### config.mk
export PLATFORM = sky130hd
export DESIGN_NAME = bcd_conv_arbiter
export DESIGN_NICKNAME = d
export VERILOG_FILES = /design/src/rtl/bcd_conv_arbiter.sv
export SDC_FILE = /design/constraint.sdc
export NUM_CORES = 1
export LEC_CHECK = 0
export ABC_AREA = 1
export CAP_MARGIN = 20
export CORE_ASPECT_RATIO = 1.1
export CORE_MARGIN = 1.5
export CORE_UTILIZATION = 41
export CTS_BUF_LIST = sky130_fd_sc_hd__clkbuf_4 sky130_fd_sc_hd__clkbuf_8 sky130_fd_sc_hd__clkbuf_16
export DETAILED_ROUTE_END_ITERATION = 12
export PLACE_DENSITY = 0.88
export RECOVER_POWER = 50
export SLEW_MARGIN = 20
export SYNTH_ARGS = -nofsm -noshare
export SYNTH_HDL_FRONTEND = slang
export SYNTH_SLANG_ARGS = --single-unit
export TNS_END_PERCENT = 50
### constraint.sdc
create_clock -name Clk -period 2.12 [get_ports Clk]
set_input_delay 0.318 -clock Clk [delete_from_list [all_inputs] [get_ports Clk]]
set_output_delay 0.318 -clock Clk [all_outputs]
set_load 0.02 [all_outputs]
### src/rtl/bcd_conv_arbiter.sv
// Two-requester binary-to-BCD conversion controller driving an external shift-add-3 datapath.
// Define BCD_ARB_ROUND_ROBIN_EN for round-robin tie-breaking; otherwise req0 has fixed priority.
module bcd_conv_arbiter #(
  parameter int WIDTH  = 36,
  parameter int DIGITS = 11
) (
  input  logic                  Clk,
  input  logic                  Rst,
  input  logic                  req0,
  input  logic                  req1,
  input  logic [WIDTH-1:0]      data0,
  input  logic [WIDTH-1:0]      data1,
  output logic                  ack0,
  output logic                  ack1,
  output logic                  done0,
  output logic                  done1,
  output logic                  busy,
  output logic [4*DIGITS-1:0]   bcd_out,
  output logic                  dp_load,
  output logic [WIDTH-1:0]      dp_data,
  output logic                  dp_shift,
  input  logic [4*DIGITS-1:0]   dp_bcd
);

  localparam int CW = $clog2(WIDTH + 1);

  typedef enum logic [1:0] {IDLE, LOAD, SHIFT, DONE} state_e;

  state_e            state_q, state_d;
  logic [CW-1:0]     cnt_q, cnt_d;
  logic              grant_q, grant_d;   // 1 selects requester 1
  logic              pick;

  logic              ack0_q, ack0_d, ack1_q, ack1_d;
  logic              done0_q, done0_d, done1_q, done1_d;
  logic              busy_q, busy_d;
  logic              dp_load_q, dp_load_d;
  logic              dp_shift_q, dp_shift_d;
  logic [WIDTH-1:0]  dp_data_q, dp_data_d;
  logic [4*DIGITS-1:0] bcd_out_q;

`ifdef BCD_ARB_ROUND_ROBIN_EN
  logic prio1_q;  // set when requester 1 should win the next tie

  always_ff @(posedge Clk) begin
    if (Rst) begin
      prio1_q <= 1'b0;
    end else if (state_q == LOAD) begin
      prio1_q <= ~grant_q;
    end
  end

  always_comb begin
    pick = (req0 && req1) ? prio1_q : req1;
  end
`else
  always_comb begin
    pick = ~req0;
  end
`endif

  // State and registered outputs
  always_ff @(posedge Clk) begin
    if (Rst) begin
      state_q    <= IDLE;
      cnt_q      <= '0;
      grant_q    <= 1'b0;
      ack0_q     <= 1'b0;
      ack1_q     <= 1'b0;
      done0_q    <= 1'b0;
      done1_q    <= 1'b0;
      busy_q     <= 1'b0;
      dp_load_q  <= 1'b0;
      dp_shift_q <= 1'b0;
      dp_data_q  <= '0;
      bcd_out_q  <= '0;
    end else begin
      state_q    <= state_d;
      cnt_q      <= cnt_d;
      grant_q    <= grant_d;
      ack0_q     <= ack0_d;
      ack1_q     <= ack1_d;
      done0_q    <= done0_d;
      done1_q    <= done1_d;
      busy_q     <= busy_d;
      dp_load_q  <= dp_load_d;
      dp_shift_q <= dp_shift_d;
      dp_data_q  <= dp_data_d;
      if (state_q == SHIFT && state_d == DONE) begin
        bcd_out_q <= dp_bcd;
      end
    end
  end

  always_comb begin
    state_d = state_q;
    cnt_d   = cnt_q;
    grant_d = grant_q;
    case (state_q)
      IDLE: begin
        if (req0 || req1) begin
          state_d = LOAD;
          grant_d = pick;
        end
      end
      LOAD: begin
        state_d = SHIFT;
        cnt_d   = CW'(WIDTH - 1);
      end
      SHIFT: begin
        if (cnt_q == '0) begin
          state_d = DONE;
        end else begin
          cnt_d = cnt_q - 1'b1;
        end
      end
      DONE: begin
        state_d = IDLE;
      end
      default: begin
        state_d = IDLE;
      end
    endcase
  end

  // Outputs are decoded from the next state so they line up with the registered state
  always_comb begin
    ack0_d     = (state_d == LOAD) && !grant_d;
    ack1_d     = (state_d == LOAD) &&  grant_d;
    done0_d    = (state_d == DONE) && !grant_d;
    done1_d    = (state_d == DONE) &&  grant_d;
    busy_d     = (state_d != IDLE);
    dp_load_d  = (state_d == LOAD);
    dp_shift_d = (state_d == SHIFT);
    dp_data_d  = '0;
    if (state_d == LOAD) begin
      dp_data_d = grant_d ? data1 : data0;
    end
  end

  assign ack0     = ack0_q;
  assign ack1     = ack1_q;
  assign done0    = done0_q;
  assign done1    = done1_q;
  assign busy     = busy_q;
  assign dp_load  = dp_load_q;
  assign dp_shift = dp_shift_q;
  assign dp_data  = dp_data_q;
  assign bcd_out  = bcd_out_q;

endmodule

==> results.json <==
{
  "drv_slew": 0,
  "holdWs_ns": 0.499,
  "outcome": "completed",
  "cts.sinks": 96,
  "netlist_instances": 622,
  "core_area_um2": 10300,
  "vias": 4317,
  "avgSynthCellArea_um2": 6.96,
  "drt_iter0_drc": 157,
  "port_buffers": 206,
  "hold_buffers": 0,
  "grt_first_pass_wirelength_um": 18900,
  "antennaDiodeCount": 0,
  "area_delta_synth_final_pct": 56.6,
  "total_power_w": 0.00655,
  "hold_violations": 0,
  "num-nets-final": 940,
  "cts_tree": "built",
  "synth_adder_area_share": 0.0173,
  "worst-path-max-fanout": 46,
  "synthTopCellsByCount": "nand2_1 (177), inv_1 (144), dfxtp_1 (96)",
  "synth-simple-area-share": 0.285,
  "required_ns": 2.36,
  "synth_top_area_share": 0.444,
  "ctsResizeCount": 0,
  "syn_nets": 748,
  "routed_via_density": 4.49,
  "hpwl_um": 8260,
  "initial_utilization": 0.419,
  "synth_top_family_by_area": "simple AND/OR/NAND/NOR gates",
  "crit_chain": "inv_1 -> ha_2 -> inv_1 -> nor2_1 -> nand2_1 -> nand2_1 -> buf_12 -> nand4_1 -> nand2_1 -> nor2_1",
  "slowest_stage": "dfxtp_1",
  "yosysMostFrequentCell": "nand2_1",
  "gr-total-overflow": 0,
  "period_share": 0.837,
  "place_congestion": 0.784,
  "antenna_found_initial": 0,
  "synth_area_leaders": "dfxtp_1 (44%), nand2_1 (15%), inv_1 (12%)",
  "die-area_um2": 11200,
  "critical_path_class": "reg -> reg",
  "rsz0062_at_grt": "no",
  "cap_violations": 0,
  "crit_top_cell": "nand2_1",
  "setup_viol": 0,
  "synth_cell_types": 27,
  "tns_ns": 0,
  "seq_area_frac_synth": 0.444,
  "synth_edf_count": 0,
  "synth-compound-area-share": 0.0647,
  "fin_worst_skew_ns": 0.00585,
  "post_cts_buffers": 0,
  "io_pins": 207,
  "synthMuxAreaShare": 0,
  "reg2reg_slack_ns": 0.35,
  "netlist_area_um2": 4330,
  "max_stage_delay_ns": 0.32,
  "cts_buffers": 9,
  "ys.warnings.count": 0,
  "die-width_um": 101,
  "drc_errors": 0,
  "grt_pass1_vias": 4079,
  "vdd_drop_max_mv": 0.548,
  "rows": 39,
  "routedWlPerCell_um": 11.8,
  "yosysTopAreaCell": "dfxtp_1",
  "wirelength_um": 11400,
  "p_leak_nw": 3.33,
  "cts_root_buf": "clkbuf_16",
  "track_usage": 0.212,
  "finalCriticalPeriod_ns": 1.77,
  "critPathArrivalTime_ns": 2.01,
  "worstSetupEndpointType": "register",
  "antenna_left": 0,
  "synthArstFlopShare": 0,
  "relSlewSlack": 0.672,
  "path_clk_slew_ns": 0.07,
  "drt_first_pass_iters": 4,
  "hp-class": "reg -> reg",
  "grt_max_degree": 47,
  "max_freq_mhz": 564,
  "startpoint_type": "register",
  "die_h_um": 111,
  "holdPathStages": 2,
  "drive_gt1_frac": 0.0549,
  "cts_max_path_buffers": 2,
  "synthXorXnorAreaFrac": 0.00202,
  "worstMarginPinSlew_ns": 0.492,
  "ys.flop_type": "dfxtp_1",
  "reg2reg_depth": 10,
  "cts_max_level": 3,
  "insertion_delay_ns": 0.34,
  "ys_ff_latch": 96,
  "power.density_nw_per_um2": 966
}
[where the power goes]
| part | switching, W | internal [W] |
|---|---|---|
| Clock | 0.000679 | 0.00113 |
| Combinational | 0.00153 | 0.000997 |
| Sequential | 0.000113 | 0.00210 |
| Total | 0.00232 | 0.00423 |
[cell usage in the layout (no fill, tap or decap)]
master             n
a211oi_1           1
a21o_1             1
a21oi_1           31
a21oi_2           10
buf_12             4
buf_4              7
bufinv_16          2
clkbuf_1           1
clkbuf_16          9
clkbuf_8           3
clkdlybuf4s50_1  121
clkinvlp_4         2
dfxtp_1           96
dlygate4sd3_1     85
ha_1               5
ha_2               1
inv_1            144
inv_2              1
nand2_1          178
nand2_2            2
nand3_1            4
nand3_2            1
nand4_1           44
nor2_1            53
nor2_2             1
nor3_1             4
o21a_1             1
o21ai_0            3
or2_0              1
or2_2              2
xnor2_1            1
[registers in the layout, summed over array words and instances (netlist names)]
register / count
ack0: 1
dp_shift: 1
cnt_q: 6
done1: 1
ack1: 1
busy: 1
state_q: 2
dp_data: 36
done0: 1
grant_q: 1
dp_load: 1
bcd_out: 44
[stage by stage]
| stage | utilization | area [um2] | setup slack (ns) | instances |
|---|---|---|---|---|
| after global routing | 0.656 | 6780 | 0.164 | 962 |
| final | 0.656 | 6780 | 0.346 | 962 |
| after CTS | 0.656 | 6790 | 0.387 | 962 |
| after global placement | 0.623 | 6450 | 0.271 | 946 |
| after detailed placement | 0.623 | 6450 | 0.240 | 946 |
| after floorplan | - | 4330 | 0.544 | 622 |
[worst paths after layout]
check                         from                       end
max reg2reg  state_q[0]$_SDFF_PP0_  bcd_out[15]$_SDFFE_PP0P_
max          state_q[0]$_SDFF_PP0_  bcd_out[15]$_SDFFE_PP0P_
min          cnt_q[5]$_SDFFE_PP0P_     cnt_q[5]$_SDFFE_PP0P_
min reg2reg  cnt_q[5]$_SDFFE_PP0P_     cnt_q[5]$_SDFFE_PP0P_
[area by class of cell]
class | count | area [um2]
Clock buffer | 12 | 267
Clock inverter | 4 | 75.1
Fill cell | 866 | 3560
Inverter | 145 | 544
Multi-Input combinational cell | 344 | 1600
Sequential cell | 96 | 1920
Tap cell | 143 | 179
Timing Repair Buffer | 218 | 2200
[logic make-up (layout without fill, tap and decap cells)]
kind of cell,after synthesis,count (layout)
adders and majority gates,6,6
and+or+nand+nor,290,290
buffers and inverters,182,379
xor gates and xnor gates,1,1
DFF,96,96
AOI/OAI and AO/OA,47,47
[critical path, delay by kind of cell (launching register included)]
kind | cells | cell delay, ns
fa+ha+maj | 1 | 0.31
buf+inv | 3 | 0.44
flops | 1 | 0.32
simple gates | 6 | 0.57
[metal layers]
layer | up-vias | wire [um] | track usage
met2 | 183 | 5570 | 0.370
met4 | 0 | 290 | 0.0935
li1 | 2229 | - | -
met3 | 21 | 1020 | 0.0599
met5 | - | 0 | 0
met1 | 1884 | 4500 | 0.237
Note: power is estimated with default switching activity, not from simulation.
